===== src/rtl/snn_clk_div_pkg.sv =====
// Shared types and default sizing for the SNN clock-divider tick generator.
package snn_clk_div_pkg;

   localparam int unsigned DivWDefault        = 8;
   localparam int unsigned CntWDefault        = 16;
   localparam int unsigned SyncStagesDefault  = 2;

   typedef enum logic [1:0] {
      StIdle = 2'd0,
      StLoad = 2'd1,
      StRun  = 2'd2
   } state_e;

endpackage


===== src/rtl/sync_ff.sv =====
// Flop-chain synchroniser for slow, level-type signals crossing into the clk domain.
module sync_ff #(
   parameter int unsigned STAGES = 2,
   parameter int unsigned WIDTH  = 1
) (
   input  logic             clk,
   input  logic             rst_n,
   input  logic [WIDTH-1:0] d_i,
   output logic [WIDTH-1:0] q_o
);

   logic [STAGES-1:0][WIDTH-1:0] chain_q;

   always_ff @(posedge clk or negedge rst_n) begin
      if (!rst_n) begin
         chain_q <= '0;
      end else begin
         chain_q <= {chain_q[STAGES-2:0], d_i};
      end
   end

   assign q_o = chain_q[STAGES-1];

endmodule


===== src/rtl/snn_clk_div_tick_gen.sv =====
// Periodic SNN update-enable generator driven by the SPI clock-divider configuration.
module snn_clk_div_tick_gen
   import snn_clk_div_pkg::*;
#(
   parameter int unsigned DIV_W       = DivWDefault,
   parameter int unsigned CNT_W       = CntWDefault,
   parameter int unsigned SYNC_STAGES = SyncStagesDefault
) (
   input  logic             clk,
   input  logic             rst_n,
   input  logic             clk_div_ready_i,
   input  logic [DIV_W-1:0] div_value_i,
   input  logic             freeze_i,
   output logic             tick_o,
   output logic             div_active_o,
   output logic             cfg_load_o,
   output logic [CNT_W-1:0] tick_count_o
);

   logic             rdy_s;
   logic             rdy_q;
   logic             rdy_rise;
   state_e           state_q, state_d;
   logic [DIV_W-1:0] shadow_q, shadow_d;
   logic [DIV_W-1:0] cnt_q, cnt_d;
   logic [CNT_W-1:0] tcnt_q, tcnt_d;

   sync_ff #(
      .STAGES (SYNC_STAGES),
      .WIDTH  (1)
   ) u_rdy_sync (
      .clk   (clk),
      .rst_n (rst_n),
      .d_i   (clk_div_ready_i),
      .q_o   (rdy_s)
   );

   assign rdy_rise = rdy_s & ~rdy_q;

   always_comb begin
      state_d  = state_q;
      shadow_d = shadow_q;
      cnt_d    = cnt_q;
      tcnt_d   = tcnt_q;
      unique case (state_q)
         StIdle: begin
            if (rdy_rise) begin
               state_d  = StLoad;
               shadow_d = div_value_i;
            end
         end
         StLoad: begin
            if (!rdy_s) begin
               state_d = StIdle;
               cnt_d   = '0;
            end else begin
               state_d = StRun;
               cnt_d   = shadow_q;
               tcnt_d  = '0;
            end
         end
         StRun: begin
            // Losing ready wins over freeze; tick_count is kept for software readback.
            if (!rdy_s) begin
               state_d = StIdle;
               cnt_d   = '0;
            end else if (!freeze_i) begin
               if (cnt_q == '0) begin
                  cnt_d  = shadow_q;
                  tcnt_d = tcnt_q + CNT_W'(1);
               end else begin
                  cnt_d = cnt_q - DIV_W'(1);
               end
            end
         end
         default: state_d = StIdle;
      endcase
   end

   always_ff @(posedge clk or negedge rst_n) begin
      if (!rst_n) begin
         state_q  <= StIdle;
         rdy_q    <= 1'b0;
         shadow_q <= '0;
         cnt_q    <= '0;
         tcnt_q   <= '0;
      end else begin
         state_q  <= state_d;
         rdy_q    <= rdy_s;
         shadow_q <= shadow_d;
         cnt_q    <= cnt_d;
         tcnt_q   <= tcnt_d;
      end
   end

   assign tick_o       = (state_q == StRun) & ~freeze_i & (cnt_q == '0);
   assign div_active_o = (state_q == StRun);
   assign cfg_load_o   = (state_q == StLoad);
   assign tick_count_o = tcnt_q;

endmodule


===== config.mk =====
export PLATFORM = sky130hd
export DESIGN_NAME = snn_clk_div_tick_gen
export DESIGN_NICKNAME = d
export VERILOG_FILES = /design/src/rtl/snn_clk_div_pkg.sv /design/src/rtl/sync_ff.sv /design/src/rtl/snn_clk_div_tick_gen.sv
export SDC_FILE = /design/constraint.sdc
export NUM_CORES = 1
export LEC_CHECK = 0
export ABC_CLOCK_PERIOD_IN_PS = 2900
export CAP_MARGIN = 20
export CORE_ASPECT_RATIO = 0.7
export CORE_MARGIN = 2
export CORE_UTILIZATION = 53
export DETAILED_ROUTE_END_ITERATION = 8
export GPL_ROUTABILITY_DRIVEN = 0
export PLACE_DENSITY = 0.82
export SLEW_MARGIN = 10
export SYNTH_ARGS = -nofsm -noshare
export SYNTH_HDL_FRONTEND = slang
export SYNTH_SLANG_ARGS = --single-unit
export TNS_END_PERCENT = 100

===== constraint.sdc =====
create_clock -name clk -period 2.9 [get_ports clk]
set_input_delay 0.435 -clock clk [delete_from_list [all_inputs] [get_ports clk]]
set_output_delay 0.435 -clock clk [all_outputs]
set_load 0.05 [all_outputs]

Yosys cells after proc, flatten, opt, wreduce, memory -nomap -nowiden:

Cells that the tools add are included.
Widths: inputs -> output; s select.

* register bits: 37

* add/sub/neg operators: 2
* eq/ne operators: 9
* muxes and demuxes: 14
* bitwise gates (word level): 5
* reduce and logical (&&, ||, !) cells: 7

Operators by type and width (count)
* $mux 16: 4
* $mux 8: 4
* $pmux 16 s2: 1
* $add 16x1->16 const B: 1
* $pmux 8 s2: 1
* $logic_not 8->1: 1
* $sub 8x1->8 const B: 1
* $mux 2: 3
* $ne 2x1->1 const B: 3
* $ne 2x2->1 const B: 3
* $pmux 2 s3: 1
* $reduce_and 2->1: 3
* $reduce_and 5->1: 1
* $and 1x1->1: 3
* $ne 3x3->1 const B: 1
* $eq 2x1->1 const B: 1
* $eq 2x2->1 const B: 1
* $logic_not 2->1: 1
* $not 1->1: 2
* $reduce_bool 2->1: 1

Depth between registers and ports, before layout:

* depth after elaboration: 5
* mapped depth: 9

Cells and area by module:

Synthesis repeated with hierarchy kept, for this count alone.

* cells, all modules: 210
* area total of the unflattened synthesis: 1995.7 um2

By module, submodules not included
* snn_clk_div_tick_gen: instances 1, cells an instance 208, area an instance 1945.6 um2
* sync_ff: instances 1, cells an instance 2, area an instance 50.0 um2

Worst setup path before layout:

Ideal clock, no wire load.

* kind: reg-to-output
* start point: register state_q[0]
* end point: output tick_o
* arrival: 2784 ps
* data required time: 2465 ps
* slack: -319 ps
* cell stages (with the launch flop): 6
* path buffers: 2
* path through: dfrtp_1 inv_1 ha_1 clkbuf_1 clkbuf_1 nor3b_1

* cells in the longest elaborated chain, start to end: 3

RTL lines
* start: declaration: line snn_clk_div_tick_gen.sv:23 `state_e state_q, state_d;`
* start signal: assignment: line snn_clk_div_tick_gen.sv:82 `state_q <= StIdle;`
* start signal: assignment: line snn_clk_div_tick_gen.sv:88 `state_q <= state_d;`
* $eq 2x2->1
* net div_active_o: line snn_clk_div_tick_gen.sv:15 `output logic div_active_o,`
* $and 1x1->1 (2 in series): line snn_clk_div_tick_gen.sv:96 `assign tick_o = (state_q == StRun) & ~freeze_i & (cnt_q == '0);`
* end: declaration: line snn_clk_div_tick_gen.sv:14 `output logic tick_o,`

The timed path passes the listed nets, and every way through them passes these cells.

Final worst setup path:

* start point: register cnt_q[0]
* end point: output tick_o

* cells in the longest elaborated chain, start to end: 2

RTL lines
* start: declaration: line snn_clk_div_tick_gen.sv:25 `logic [DIV_W-1:0] cnt_q, cnt_d;`
* start signal: assignment: line snn_clk_div_tick_gen.sv:91 `cnt_q <= cnt_d;`
* $logic_not 8->1: line snn_clk_div_tick_gen.sv:96
* $and 1x1->1: line snn_clk_div_tick_gen.sv:96

Every way passes these cells.

==> results_dict.tcl <==
set metrics [dict create \
    outcome "complete, no violations" \
    area_growth_pct 22.8 \
    place_hpwl_mm 3.19 \
    slew_headroom_pct 46.8 \
    synth_cell_types 40 \
    synth_area_sq_um 1980 \
    syn-num-nets 229 \
    clk_pin_slew_ns 0.07 \
    final_layout_size_suffix_gt1_share_pct 10.2 \
    post_dp_cell_area_sq_um 2340 \
    path_max_fanout 4 \
    fin_nets 263 \
    max_clock_freq_ghz 0.388 \
    vias 1735 \
    finalSetupViolCount 0 \
    diodes 0 \
    maxCapViolations 0 \
    first_iter_violations 169 \
    postLayoutCellArea_sq_um 2430 \
    ys_seq_area_share_pct 46.8 \
    synth.avg_cell_area_sq_um 9.38 \
    grt_overflow_total 0 \
    viasPerCell 5.88 \
    worst_ep_required_time_ns 2.47 \
    grt.total_usage_pct 22.7 \
    yosys_register_bits 37 \
    first_pass_iters 4 \
    crit_path_end_kind "output port" \
    cts_buffers 5 \
    ff2ff_setup_slack_ns 0.54 \
    routed_wl_mm 4.49 \
    pin_count 31 \
    wire_per_inst_microns 15.2 \
    yosys_warnings 0 \
    arrival_ns 2.14 \
    placed_cells 288 \
    cts_resized 0 \
    die_area_sq_um 4250 \
    cts.sinks 37 \
    powerDensity_nw_per_um2 873 \
    start_util_pct 55.6 \
    num_rows 18 \
    stdcell_count 295 \
    finalClockSkew_ns 0.00321 \
    route.detailed.drc 0 \
    worstSetupStartpointType "flip-flop" \
    die_y_microns 55.1 \
    tightest_slew_ns 0.798 \
    grt_max_degree 38 \
    ant_nets 0 \
    clockRootBuffer "clkbuf_8" \
    grt_pass1_vias 1493 \
    leakage_nw 0.998 \
    synthCells 211 \
    grt_pass1_wl_mm 7.25 \
    core_sq_um 3560 \
    rsz0062_at_grt "false" \
    p_total_mw 2.12 \
    period_needed_ns 2.58 \
    clk_latency_ns 0.29 \
    die_w_microns 77.0 \
    final_hold_viol_count 0 \
    ir_drop_uv 737 \
    portBuffers 30 \
    report.final.slew_viol_count 0 \
    min-delay-path-class "in2async" \
    cts_buffer_depth 2 \
    setup_tns_ns 0 \
    cts_setup_buffers 0 \
    hold_buffers 0 \
    cts_tree "built" \
    htreeDepth 2 \
    crit_type "reg2out" \
    fin_crit_sh_pct 88.9 \
    antenna_found_initial 0 \
    fill_cells 307 \
]
==> report_power, final <==
group	switching, mW	internal, mW	leakage, nW
Clock	0.169	0.188	0.0443
Combinational	0.621	0.393	0.471
Sequential	0.113	0.636	0.482
==> state kept, by name, indices dropped and copies added, names as in the netlist <==
register            flops
tick_count_o           16
cnt_q                   8
shadow_q                8
state_q                 2
rdy_q                   1
u_rdy_sync.chain_q      1
u_rdy_sync.q_o          1
==> Yosys cell counts <==
master	number	area (sq um)
or3b_2	1	8.76
clkbuf_1	6	22.5
nor4_1	1	6.26
or3_1	5	31.3
nand3b_1	2	15.0
a21oi_1	14	70.1
a32oi_1	1	8.76
a211oi_1	2	15.0
o21ai_1	8	40.0
buf_2	2	10.0
o41ai_1	1	8.76
nand4_1	6	37.5
a22o_1	3	26.3
inv_1	7	26.3
nor4b_1	1	8.76
dfrtp_1	37	926
and2_1	2	12.5
nor3b_1	4	30.0
a31oi_1	1	6.26
o21a_1	1	7.51
o31ai_1	3	22.5
xor2_1	6	52.6
ha_1	6	75.1
a32o_1	1	10.0
nand2b_1	3	18.8
o21ai_4	1	16.3
o22ai_1	2	12.5
o22a_1	1	8.76
and3_1	2	12.5
o21ai_0	13	65.1
a21o_1	2	15.0
nor3_1	7	35.0
or4_1	2	15.0
and4_1	1	8.76
nor2b_1	1	6.26
nand3_2	1	10.0
nor2_1	14	52.6
nand3_1	12	60.1
nand2_1	20	75.1
mux2_2	8	90.1
==> cell usage in the layout (no fill, tap or decap), types with 2 or more instances in the layout <==
cell type        instances
dfrtp_1                 37
clkdlybuf4s50_1         28
nand2_1                 20
nor2_1                  14
a21oi_1                 14
o21ai_0                 13
nand3_1                 12
mux2_2                   8
o21ai_1                  8
inv_1                    7
nor3_1                   7
nand4_1                  6
xor2_1                   6
ha_1                     6
clkbuf_8                 6
buf_4                    6
or3_1                    5
nor3b_1                  3
nand2b_1                 3
o31ai_1                  3
a22o_1                   3
o22ai_1                  2
or4_1                    2
nand3b_1                 2
and2_1                   2
and3_1                   2
a21o_1                   2
a211oi_1                 2
==> path summary, 6_finish.rpt <==
kind | cells past startpoint | from | endpoint
max | 6 | cnt_q[0] | tick_o
min | 1 | rst_n | shadow_q[0]
max reg2reg | 7 | cnt_q[0] | tick_count_o[14]
min reg2reg | 0 | u_rdy_sync.chain_q[0] | u_rdy_sync.q_o
max in group asynchronous | 1 | rst_n | tick_count_o[15]
min in group clk | 0 | u_rdy_sync.chain_q[0] | u_rdy_sync.q_o
==> layout make-up <==
class	count	area, sq um	share of cell area (%)
Tap cell	50	62.6	2.57
Sequential cell	37	926	38.1
Clock buffer	7	86.3	3.55
Timing Repair Buffer	35	330	13.6
Multi-Input combinational cell	159	1000	41.1
Inverter	7	26.3	1.08
==> per-layer routing <==
layer / track usage, % / wire (microns)
met1: 32.5 / 2170
met2: 33.9 / 1870
met3: 6.98 / 386
met4: 5.95 / 69
met5: 0 / 0
==> critical path, cell delays in order, from the launching register on <==
cell and delay [ns]:
dfrtp_1 0.40, inv_1 0.13, ha_1 0.22, nor3b_1 0.44, nand2_1 0.22, nor3b_2 0.22, buf_4 0.22
==> stage by stage <==
stage               util (%)  hold WS, ns  worst slack (ns)
floorplan                  -        0.139             0.162
global placement        65.9        0.337             0.655
detailed placement      65.9        0.339             0.583
CTS                     68.3        0.258             0.332
global route            68.3        0.301             0.184
finish                  68.3        0.225             0.322
==> cells by family after synthesis <==
group	Yosys count	synth area share, %
AOI/OAI and AO/OA	54	16.8
xor gates and xnor gates	6	2.65
DFF	37	46.8
muxes	8	4.55
adders and majority gates	6	3.79
and+or+nand+nor	85	22.4
buffers and inverters	15	2.97
Note: power is estimated with default switching activity, not from simulation.
